File: config.mk
export PLATFORM = sky130hd
export DESIGN_NAME = integral_window_gen
export DESIGN_NICKNAME = d
export VERILOG_FILES = /design/src/rtl/integral_window_gen_pkg.sv /design/src/rtl/integral_line_buffer.sv /design/src/rtl/integral_window_gen.sv
export SDC_FILE = /design/constraint.sdc
export NUM_CORES = 1
export LEC_CHECK = 0
export ABC_AREA = 0
export ABC_CLOCK_PERIOD_IN_PS = 6300
export CORE_ASPECT_RATIO = 0.75
export CORE_UTILIZATION = 51
export DETAILED_ROUTE_END_ITERATION = 8
export HOLD_SLACK_MARGIN = 0.05
export PLACE_DENSITY = 0.75
export SETUP_SLACK_MARGIN = 0.2
export SKIP_LAST_GASP = 1
export SLEW_MARGIN = 20
export SYNTH_ARGS = -nofsm -noshare
export SYNTH_HDL_FRONTEND = slang
export SYNTH_SLANG_ARGS = --single-unit
File: constraint.sdc
create_clock -name clk_os -period 6.3 [get_ports clk_os]
set_clock_uncertainty 0.2 [all_clocks]
set_input_delay 1.26 -clock clk_os [delete_from_list [all_inputs] [get_ports clk_os]]
set_output_delay 1.26 -clock clk_os [all_outputs]
set_load 0.005 [all_outputs]
File: src/rtl/integral_window_gen_pkg.sv
// integral_window_gen_pkg: shared FSM type, window indexing and sum-width helper
package integral_window_gen_pkg;
  typedef enum logic [1:0] {IDLE, ACTIVE, FLUSH} state_t;
  function automatic int win_idx(input int i, input int j, input int w);
    return j * w + i;
  endfunction
  function automatic int sum_width_min(input int pw, input int fw, input int fh);
    return pw + $clog2(fw * fh);
  endfunction
  localparam int SUM_WIDTH_MIN = sum_width_min(8, 10, 10);
endpackage

File: src/rtl/integral_line_buffer.sv
// integral_line_buffer: DEPTH-deep delay line of integral values, advanced per accepted pixel
module integral_line_buffer #(
  parameter int DEPTH = 10,
  parameter int WIDTH = 16
) (
  input  logic             clk_os,
  input  logic             en,
  input  logic [WIDTH-1:0] d,
  output logic [WIDTH-1:0] q
);
  logic [WIDTH-1:0] mem [DEPTH];
  // shift one slot per accepted pixel so q is the value from one row earlier
  always_ff @(posedge clk_os) begin
    if (en) begin
      mem[0] <= d;
      for (int k = 1; k < DEPTH; k++) mem[k] <= mem[k-1];
    end
  end
  assign q = mem[DEPTH-1];
endmodule

File: src/rtl/integral_window_gen.sv
// integral_window_gen: streaming integral image with a WIN_W x WIN_H sliding output window
module integral_window_gen
  import integral_window_gen_pkg::*;
#(
  parameter int PIXEL_WIDTH = 8,
  parameter int SUM_WIDTH   = 16,
  parameter int WIN_W       = 3,
  parameter int WIN_H       = 3,
  parameter int FRAME_W     = 10,
  parameter int FRAME_H     = 10
) (
  input  logic                             clk_os,
  input  logic                             reset_os,
  input  logic [PIXEL_WIDTH-1:0]           pixel,
  input  logic                             wen,
  input  logic                             sof,
  output logic                             o_ready,
  output logic [WIN_W*WIN_H*SUM_WIDTH-1:0] o_integral_image,
  output logic                             o_integral_image_ready,
  input  logic                             win_ack,
  output logic [$clog2(FRAME_W)-1:0]       o_win_x,
  output logic [$clog2(FRAME_H)-1:0]       o_win_y,
  output logic                             o_frame_done
);
  localparam int XW = $clog2(FRAME_W);
  localparam int YW = $clog2(FRAME_H);
  localparam logic [XW-1:0] XMAX = XW'(FRAME_W - 1);
  localparam logic [YW-1:0] YMAX = YW'(FRAME_H - 1);
  state_t state, nxt;
  logic [XW-1:0] x, px;
  logic [YW-1:0] y, py;
  logic [SUM_WIDTH-1:0] rowsum, row_in, ii;
  logic [SUM_WIDTH-1:0] lb_q [WIN_H-1];
  logic [SUM_WIDTH-1:0] above [WIN_H-1];
  logic [SUM_WIDTH-1:0] col [WIN_H];
  logic [SUM_WIDTH-1:0] win [WIN_H][WIN_W];
  logic acc, start, proc, elig, last;
  assign o_ready = !o_integral_image_ready || win_ack;
  assign acc = wen && o_ready;
  assign start = acc && sof;
  assign proc = start || (acc && state == ACTIVE);
  assign px = start ? '0 : x;
  assign py = start ? '0 : y;
  assign row_in = (px == '0 ? '0 : rowsum) + SUM_WIDTH'(pixel);
  assign ii = row_in + above[0];
  assign col[WIN_H-1] = ii;
  assign elig = proc && px >= XW'(WIN_W - 1) && py >= YW'(WIN_H - 1);
  assign last = proc && px == XMAX && py == YMAX;
  genvar k, i, j;
  generate
    for (k = 0; k < WIN_H - 1; k++) begin : g_lb
      if (k == 0) begin : g_first
        integral_line_buffer #(.DEPTH(FRAME_W), .WIDTH(SUM_WIDTH)) u_lb (
          .clk_os(clk_os), .en(proc), .d(ii), .q(lb_q[k]));
      end else begin : g_next
        integral_line_buffer #(.DEPTH(FRAME_W), .WIDTH(SUM_WIDTH)) u_lb (
          .clk_os(clk_os), .en(proc), .d(lb_q[k-1]), .q(lb_q[k]));
      end
      assign above[k] = py > YW'(k) ? lb_q[k] : '0;
      assign col[WIN_H-2-k] = above[k];
    end
    for (j = 0; j < WIN_H; j++) begin : g_row
      for (i = 0; i < WIN_W; i++) begin : g_col
        assign o_integral_image[win_idx(i, j, WIN_W)*SUM_WIDTH +: SUM_WIDTH] = win[j][i];
      end
    end
  endgenerate
  // frame-level state register
  always_ff @(posedge clk_os) begin
    if (!reset_os) state <= IDLE;
    else state <= nxt;
  end
  // start on any accepted sof, flush after the last pixel until the final window is taken
  always_comb begin
    nxt = state;
    if (last) nxt = FLUSH;
    else if (start) nxt = ACTIVE;
    else if (state == FLUSH && o_ready) nxt = IDLE;
  end
  // position, running sum, window shift register and output handshake
  always_ff @(posedge clk_os) begin
    if (!reset_os) begin
      x <= '0;
      y <= '0;
      rowsum <= '0;
      o_integral_image_ready <= 1'b0;
      o_frame_done <= 1'b0;
      o_win_x <= '0;
      o_win_y <= '0;
      for (int r = 0; r < WIN_H; r++)
        for (int c = 0; c < WIN_W; c++) win[r][c] <= '0;
    end else begin
      o_frame_done <= state == FLUSH && o_ready;
      if (acc) o_integral_image_ready <= elig;
      else if (win_ack) o_integral_image_ready <= 1'b0;
      if (proc) begin
        rowsum <= row_in;
        x <= px == XMAX ? '0 : px + 1'b1;
        y <= px == XMAX ? py + 1'b1 : py;
        for (int r = 0; r < WIN_H; r++) begin
          for (int c = 0; c < WIN_W - 1; c++) win[r][c] <= win[r][c+1];
          win[r][WIN_W-1] <= col[r];
        end
      end
      if (elig) begin
        o_win_x <= px;
        o_win_y <= py;
      end
    end
  end
endmodule

# Yosys cells after proc, flatten, opt, wreduce, memory -nomap -nowiden
# Memories as Yosys holds them, arrays and structs flattened.
# Index checks and enable logic that the tools add are counted.
# Widths: inputs -> output; s select.
op_classes:
  add_sub_neg: 4
  n_lt_le_gt_ge: 4
  n_eq_ne: 4
  mux: 26
  n_bitwise: 10
  n_reduce_logical: 16
ops:
  columns: ["op", "n"]
  rows:
  - ["$mux 16", 12]
  - ["$add 16x16->16", 1]
  - ["$add 16x8->16", 1]
  - ["$mux 4", 4]
  - ["$or 1x1->1", 9]
  - ["$add 4x1->4 const B", 2]
  - ["$eq 4x4->1 const B", 2]
  - ["$ge 4x2->1 const B", 2]
  - ["$gt 4x1->1 const B", 2]
  - ["$logic_and 1x1->1", 8]
  - ["$mux 1", 7]
  - ["$mux 2", 3]
  - ["$logic_not 4->1", 1]
  - ["$reduce_bool 2->1", 2]
  - ["$reduce_bool 3->1", 1]
  - ["$eq 2x1->1 const B", 1]
  - ["$eq 2x2->1 const B", 1]
  - ["$logic_or 1x1->1", 2]
  - ["$reduce_or 2->1", 1]
  - ["$logic_not 1->1", 1]
  - ["$not 1->1", 1]
totals:
  regBits: 36
  ramBits: 464
  inputBits: 13
  out_inout_bits: 155
  elab_cells: 76
  n_memories: 3
mem_list:
  columns: ["memory", "depth", "width", "rd", "rd_ports_with_merged_regs", "wr", "line", "rtl"]
  rows:
  - ["g_lb[0].g_first.u_lb.mem", 10, 16, 10, 0, 10, "integral_line_buffer.sv:11", "logic [WIDTH-1:0] mem [DEPTH];"]
  - ["g_lb[1].g_next.u_lb.mem", 10, 16, 10, 0, 10, "integral_line_buffer.sv:11", null]
  - ["win", 3, 48, 3, 0, 3, "integral_window_gen.sv:36", "logic [SUM_WIDTH-1:0] win [WIN_H][WIN_W];"]

# Logic depth before layout (Yosys ltp)
# Gate-level depths: netlist of the first run.
depth:
  word_depth: 10
  depth_mapped: 20
  depth_no_buf: 18

# Hierarchy
# A second synthesis of the first run with hierarchy kept.
unflattened:
  hier_cells: 1047
  hier_area_um2: 18046.1
by_module_without_submodules:
  columns: ["mod", "instances", "cells_each", "area_per_inst_um2", "seq_area_each_um2"]
  rows:
  - ["integral_line_buffer", 2, 160, 4804.6, 4804.6]
  - ["integral_window_gen", 1, 727, 8436.8, 5044.8]

# Least setup slack after synthesis of the first run
# No wires, ideal clock.
synth_path:
  path_kind: "input-to-reg"
  start: "in win_ack"
  end: "mem g_lb[0].g_first.u_lb.mem[0][0], enable pin"
  setup_time_ns: 0.544
  t_arrival_ns: 5.824
  required_time_ns: 5.556
  slack_ns: -0.268
  path_stages: 6
  n_path_buf: 2
  cell_sequence: "nor2b_4 -> inv_1 -> o211ai_1 -> clkinv_1 -> clkbuf_1 -> buf_2"
synth_lines:
  columns: ["element", "line", "rtl"]
  rows:
  - ["from (decl)", "integral_window_gen.sv:20", "input logic win_ack,"]
  - ["to (decl)", "integral_line_buffer.sv:11", null]

==> impl_metrics.py, run 1 <==
metrics = {
    "synthesis": {
        "avgSynthCellArea_um2": 17.1,
        "synth.distinct_cells": 59,
        "synthArstFlopShare": 0,
        "synth-seq-area-share": 0.812,
        "yosys-top-cells-area": "edfxtp_1 77%, and3_1 4.6%, dfxtp_1 4.0%",
        "synth_enable_flop_cells": 464,
        "netlist.area_leader.share": 0.772,
        "yosys.area.top_type": "edfxtp_1",
        "synth_flop_cell": "edfxtp_1",
        "yosysMostFrequentCell": "edfxtp_1",
        "yosysWarnings": 0,
        "ys_seq_elements": 500,
        "syn_area_um2": 18100,
        "ys_top_cells_by_count": "464 x edfxtp_1, 134 x and3_1, 49 x nand2_1, 45 x a21oi_1, 43 x clkbuf_1",
        "synthCells": 1057,
        "syn_nets": 1100,
    },
    "timing": {
        "finalCriticalPeriod_ps": 5520,
        "worst_pin_slew_ps": 943,
        "setup_viol": 0,
        "rsz0062_at_grt": "false",
        "hold_viol": 0,
        "fmax_mhz": 181,
        "drv_slew": 0,
        "worst_slack_ps": 782,
        "min_period_over_period": 0.876,
        "slew_headroom": 0.372,
        "fin_tns_setup_ps": 0,
    },
    "cts": {
        "ctsResizeCount": 0,
        "post-cts-setup-buffers": 0,
        "htree_num_levels": 2,
        "clkSinkCount": 500,
        "clkLatencyLatePin_ps": 560,
        "cts.clk_slew.worst_paths_ps": 60,
        "holdBufCountCts": 0,
        "cts_made_buffers": 46,
        "cts-root-buf": "clkbuf_16",
        "cts_tree": "yes",
        "cts_max_path_buffers": 3,
    },
    "power_and_ir_drop": {
        "power_density_nw_per_um2": 315,
        "p_leak_uw": 0.00809,
        "ir_worst_vdd_mv": 0.236,
    },
    "global_routing": {
        "grt_max_degree": 152,
        "track_usage": 0.193,
        "antenna_found_initial": 0,
        "grt_remaining_overflow": 0,
        "grt_pass1_vias": 8990,
        "grt_pass1_wl_um": 51700,
    },
    "route": {
        "wire_per_inst_um": 19.7,
        "drt-total-wl_um": 34200,
        "vias": 9420,
        "first_pass_iters": 5,
        "routed_via_density": 5.42,
        "antenna_left": 0,
        "drc": 0,
        "dr.first_iter.drc_count": 872,
    },
    "worst_setup_path": {
        "cpMostUsedCell": "buf_4",
        "startpoint_type": "input pin",
        "slowest_delay_ps": 510,
        "slowest_stage": "or4_1",
        "crit_arrival_ps": 5720,
        "crit_chain": "clkdlybuf4s50_1 -> nand2_1 -> o21a_1 -> buf_4 -> and2_1 -> fa_1 -> a21oi_1 -> o21ai_1 -> a2111oi_2 -> buf_4 -> nor2_1 -> xnor2_1 -> ha_1 -> or4_1 -> o211a_1 -> a211oi_2 -> mux2i_1",
        "cp_max_fo": 11,
        "rr_startpoint": "x[0]",
        "r2r_end": "win[0][110]",
        "rr_worst_depth": 16,
        "end_kind": "register",
        "critPathCapture": "win[0][110]",
        "crit_type": "in2reg",
        "startpoint": "sof",
        "rrSetupSlack_ps": 1170,
        "crit_required_ps": 6500,
    },
    "die": {
        "die_w_um": 219,
        "initial_core_util": 0.519,
        "num_rows": 59,
        "ioPinCount": 168,
        "die_y_um": 165,
        "die_area_um2": 36200,
        "core_um2": 34800,
    },
    "finish": {
        "nets": 1287,
        "filler_cell_count": 2529,
        "utilization": 0.624,
        "drive_above_1_share": 0.0742,
        "syn_to_final_growth_pct": 20.2,
    },
    "place": {
        "dp_hpwl_um": 22100,
        "numPortBuffers": 167,
        "gp_congestion": 0.841,
        "pre_cts_ws_ps": 253,
    },
    "worst_hold_path": {
        "hp-class": "reg2reg",
    },
    "outcome": {
        "status": "finished, final reports clean",
    },
    "flow_run": {
        "drv_cap": 0,
    },
}
through the flow:
step	cells	hold WS [ps]	power (uW)	instance area [um2]
after floorplan	1057	200	4100	18100
after global placement	1653	200	4290	20300
after detailed placement	1653	205	4310	20300
after CTS	1738	215	6890	21700
after global routing	1738	219	7070	21700
final	1739	212	6830	21700
metal layers:
| layer | GRT usage | wire, um |
|---|---|---|
| met2 | 0.295 | 15400 |
| met5 | 0 | 0 |
| met4 | 0.0647 | 811 |
| met1 | 0.283 | 15900 |
| met3 | 0.0315 | 2090 |
layout make-up:
| type | instances | area (um2) | share of cell area |
|---|---|---|---|
| clock inverter | 27 | 189 | 0.00871 |
| inverter | 17 | 71.3 | 0.00329 |
| antenna | 1 | 2.50 | 0.000115 |
| clock buffer | 58 | 1220 | 0.0561 |
| multi-input combinational | 495 | 3180 | 0.146 |
| tap | 457 | 572 | 0.0263 |
| sequential | 500 | 14700 | 0.675 |
| timing repair buffer | 184 | 1820 | 0.0838 |
cells in the final DEF (no fill, tap or decap), drive strengths merged, types with 3 or more instances in the layout:
master	synthesis	final
xnor2	15	15
ha	28	28
a21oi	47	47
a2111oi	3	3
nor2b	6	6
buf	2	18
o21ai	23	23
dfxtp	36	36
or4	4	4
clkinv	2	23
a211oi	4	4
and4	3	3
xor2	10	10
mux2i	3	3
o211a	3	3
nor2	42	42
clkbuf	43	58
o21bai	3	3
nand2	49	49
a31oi	3	3
clkdlybuf4s50	0	166
a21o	6	6
edfxtp	464	464
nand3	15	15
or3	9	9
and3	134	134
nor3	18	18
o21a	7	7
inv	15	18
and2	29	29
nand4	4	4
logic make-up after synthesis:
| logic type | count (synthesis) | share of synthesized area |
|---|---|---|
| simple gates | 324 | 0.0995 |
| buf+inv | 62 | 0.0130 |
| compound gates | 113 | 0.0403 |
| flops | 500 | 0.812 |
| mux | 3 | 0.00166 |
| xor+xnor | 25 | 0.0121 |
| fa+ha+maj | 30 | 0.0216 |
registers in the layout, indices dropped and copies added (netlist names):
| signal | cells |
|---|---|
| win | 144 |
| x | 4 |
| o_integral_image_ready | 1 |
| y | 4 |
| g_lb.g_next.u_lb.mem | 160 |
| state | 2 |
| rowsum | 16 |
| o_win_x | 4 |
| o_frame_done | 1 |
| g_lb.g_first.u_lb.mem | 160 |
| o_win_y | 4 |
worst max-delay path: cells and delay by family:
kind / cells / cell delay (ps)
AOI/OAI and AO/OA: 6 / 1510
and+or+nand+nor: 4 / 910
buffers and inverters: 3 / 870
adders and majority gates: 2 / 740
muxes: 1 / 240
xor gates and xnor gates: 1 / 160
where the power goes:
group          internal, uW  switching (uW)
sequential             3830            70.1
clock                  1460            1140
combinational           138             192
worst min-delay path by stage:
| stage | end | from | cells after the start |
|---|---|---|---|
| 6_report | g_lb[1].g_next.u_lb.mem[7][1] | g_lb[1].g_next.u_lb.mem[6][1] | 0 |
| 5_1_grt | g_lb[0].g_first.u_lb.mem[2][10] | g_lb[0].g_first.u_lb.mem[1][10] | 0 |
| 4_1_cts | g_lb[0].g_first.u_lb.mem[8][9] | g_lb[0].g_first.u_lb.mem[7][9] | 0 |
| 3_5_place_dp | g_lb[0].g_first.u_lb.mem[1][15] | g_lb[0].g_first.u_lb.mem[0][15] | 0 |
| 3_3_place_gp | g_lb[1].g_next.u_lb.mem[3][9] | g_lb[1].g_next.u_lb.mem[2][9] | 0 |
| 2_1_floorplan | g_lb[0].g_first.u_lb.mem[1][0] | g_lb[0].g_first.u_lb.mem[0][0] | 0 |
Power figures use the tool's default switching activity.
==> run 2: changes to the inputs <==
--- a/config.mk
+++ b/config.mk
@@ -9,6 +9,7 @@
 export ABC_CLOCK_PERIOD_IN_PS = 6300
 export CORE_ASPECT_RATIO = 0.75
 export CORE_UTILIZATION = 51
+export CTS_CLUSTER_SIZE = 16
 export DETAILED_ROUTE_END_ITERATION = 8
 export HOLD_SLACK_MARGIN = 0.05
 export PLACE_DENSITY = 0.75
==> results of run 2 <==
The final DEF is identical to that of run 1; final timing and power are the same.
==> run 3: changes to the inputs <==
--- a/config.mk
+++ b/config.mk
@@ -14,7 +14,6 @@
 export HOLD_SLACK_MARGIN = 0.05
 export PLACE_DENSITY = 0.75
 export SETUP_SLACK_MARGIN = 0.2
-export SKIP_LAST_GASP = 1
 export SLEW_MARGIN = 20
 export SYNTH_ARGS = -nofsm -noshare
 export SYNTH_HDL_FRONTEND = slang
==> constraint.sdc (replaced) <==
create_clock -name clk_os -period 6.3 [get_ports clk_os]
set_clock_uncertainty 0.2 [all_clocks]
set_input_delay 1.26 -clock clk_os [delete_from_list [all_inputs] [get_ports clk_os]]
set_output_delay 1.26 -clock clk_os [all_outputs]
set_load 0.05 [all_outputs]
==> impl_metrics.py, run 3 (synthesis results as in run 1) <==
metrics = {
    "outcome": {
        "status": "finished, final reports clean",
    },
    "die": {
        "core_um2": 34800,
        "die_area_um2": 36200,
        "die_y_um": 165,
        "die_w_um": 219,
        "num_rows": 59,
        "initial_core_util": 0.519,
        "ioPinCount": 168,
    },
    "worst_setup_path": {
        "rr_worst_depth": 18,
        "crit_arrival_ps": 5730,
        "cp_max_fo": 11,
        "end_kind": "register",
        "startpoint_type": "input pin",
        "crit_type": "in2reg",
        "crit_required_ps": 6410,
    },
    "finish": {
        "final_cell_mix": "464 x edfxtp_1, 166 x clkdlybuf4s50_1, 134 x and3_1, 48 x nand2_1, 48 x clkbuf_16",
        "filler_cell_count": 2542,
        "nets": 1285,
        "antenna_cells": 0,
        "final_common_cell": "edfxtp_1",
        "finalInstanceArea_um2": 21700,
        "drive_above_1_share": 0.0790,
        "syn_to_final_growth_pct": 20.3,
        "top_regs": "g_lb.g_first.u_lb.mem x160, g_lb.g_next.u_lb.mem x160, win x144",
    },
    "timing": {
        "setup_viol": 0,
        "rsz0062_at_grt": "false",
        "slew_headroom": 0.375,
        "hold_viol": 0,
        "min_period_over_period": 0.891,
        "fmax_mhz": 178,
        "drv_slew": 0,
        "fin_tns_setup_ps": 0,
        "worst_pin_slew_ps": 937,
        "finalCriticalPeriod_ps": 5620,
    },
    "route": {
        "vias": 9378,
        "antenna_left": 0,
        "wire_per_inst_um": 19.7,
        "drt-total-wl_um": 34100,
        "routed_via_density": 5.40,
        "first_pass_iters": 5,
        "drc": 0,
        "dr.first_iter.drc_count": 857,
    },
    "global_routing": {
        "grt_max_degree": 157,
        "antenna_found_initial": 0,
        "track_usage": 0.192,
        "grt_pass1_vias": 8801,
        "grt_remaining_overflow": 0,
        "grt_pass1_wl_um": 51700,
    },
    "power_and_ir_drop": {
        "power_density_nw_per_um2": 326,
        "p_leak_uw": 0.00810,
        "ir_worst_vdd_mv": 0.227,
    },
    "cts": {
        "clkLatencyLatePin_ps": 570,
        "cts-root-buf": "clkbuf_16",
        "htree_num_levels": 2,
        "cts_made_buffers": 46,
        "ctsResizeCount": 0,
        "holdBufCountCts": 0,
        "cts_tree": "yes",
        "cts.clk_slew.worst_paths_ps": 70,
        "clkSinkCount": 500,
        "cts_max_path_buffers": 3,
        "post-cts-setup-buffers": 0,
    },
    "flow_run": {
        "drv_cap": 0,
    },
    "worst_hold_path": {
        "hp-class": "reg2reg",
        "hold_depth": 0,
    },
    "place": {
        "dp_hpwl_um": 21900,
        "gp_congestion": 0.839,
        "numPortBuffers": 167,
        "postPlaceCellArea_um2": 20300,
    },
}
-- run 3: cell count changes in the layout (fill, tap and decap cells not counted), sizes merged --
cell    previous run  this run
inv               18        22
buf               18        16
clkinv            23        21
bufinv             2         1
clkbuf            58        57
diode              1         0
-- run 3: layout make-up --
type / count / area, um2 / area share
Clock buffer: 57 / 1240 / 0.0573
Clock inverter: 28 / 189 / 0.00870
Inverter: 17 / 71.3 / 0.00328
Multi-Input combinational cell: 495 / 3190 / 0.147
Sequential cell: 500 / 14700 / 0.675
Tap cell: 457 / 572 / 0.0263
Timing Repair Buffer: 182 / 1790 / 0.0825
-- run 3: routing by layer --
layer,share of wire,global-route usage,vias up
li1,-,-,4404
met1,0.47,0.287,4611
met2,0.45,0.288,317
met3,0.068,0.0368,46
met4,0.018,0.0530,0
met5,0,0,-
-- run 3: worst paths after layout --
path / slack (ps) / from / end
max reg2reg: 1050 / x[0] / g_lb[0].g_first.u_lb.mem[0][15]
min: 210 / g_lb[0].g_first.u_lb.mem[2][12] / g_lb[0].g_first.u_lb.mem[3][12]
max: 680 / sof / g_lb[0].g_first.u_lb.mem[0][15]
min reg2reg: 210 / g_lb[0].g_first.u_lb.mem[2][12] / g_lb[0].g_first.u_lb.mem[3][12]
-- run 3: power breakdown --
part / switching (uW) / leakage, uW / internal (uW)
sequential: 69.4 / 0.00487 / 3830
clock: 1190 / 0.000710 / 1460
combinational: 389 / 0.00252 / 138
total: 1650 / 0.00810 / 5430
-- run 3: worst max-delay path, stage by stage --
cell             delay [ps]
clkdlybuf4s50_1         500
nand2_1                 120
o21a_1                  230
buf_4                   180
and2_1                  190
fa_1                    430
a21oi_1                 220
o21ai_1                 150
a2111oi_2               490
nor3_1                  160
xnor2_1                 160
nor2_1                   60
ha_1                    410
and4_1                  260
nand2_1                  70
and3_1                  150
a21boi_0                330
o21ai_0                 180
xor2_1                  180
-- run 3: stage by stage --
stage	total power [uW]	hold slack (ps)	util	worst slack [ps]	cells
2_1_floorplan	4300	200	-	943	1057
3_3_place_gp	4490	200	0.583	233	1651
4_1_cts	7130	211	0.624	751	1736
6_report	7070	211	0.625	685	1736
5_1_grt	7300	215	0.625	462	1736
3_5_place_dp	4500	205	0.583	199	1651
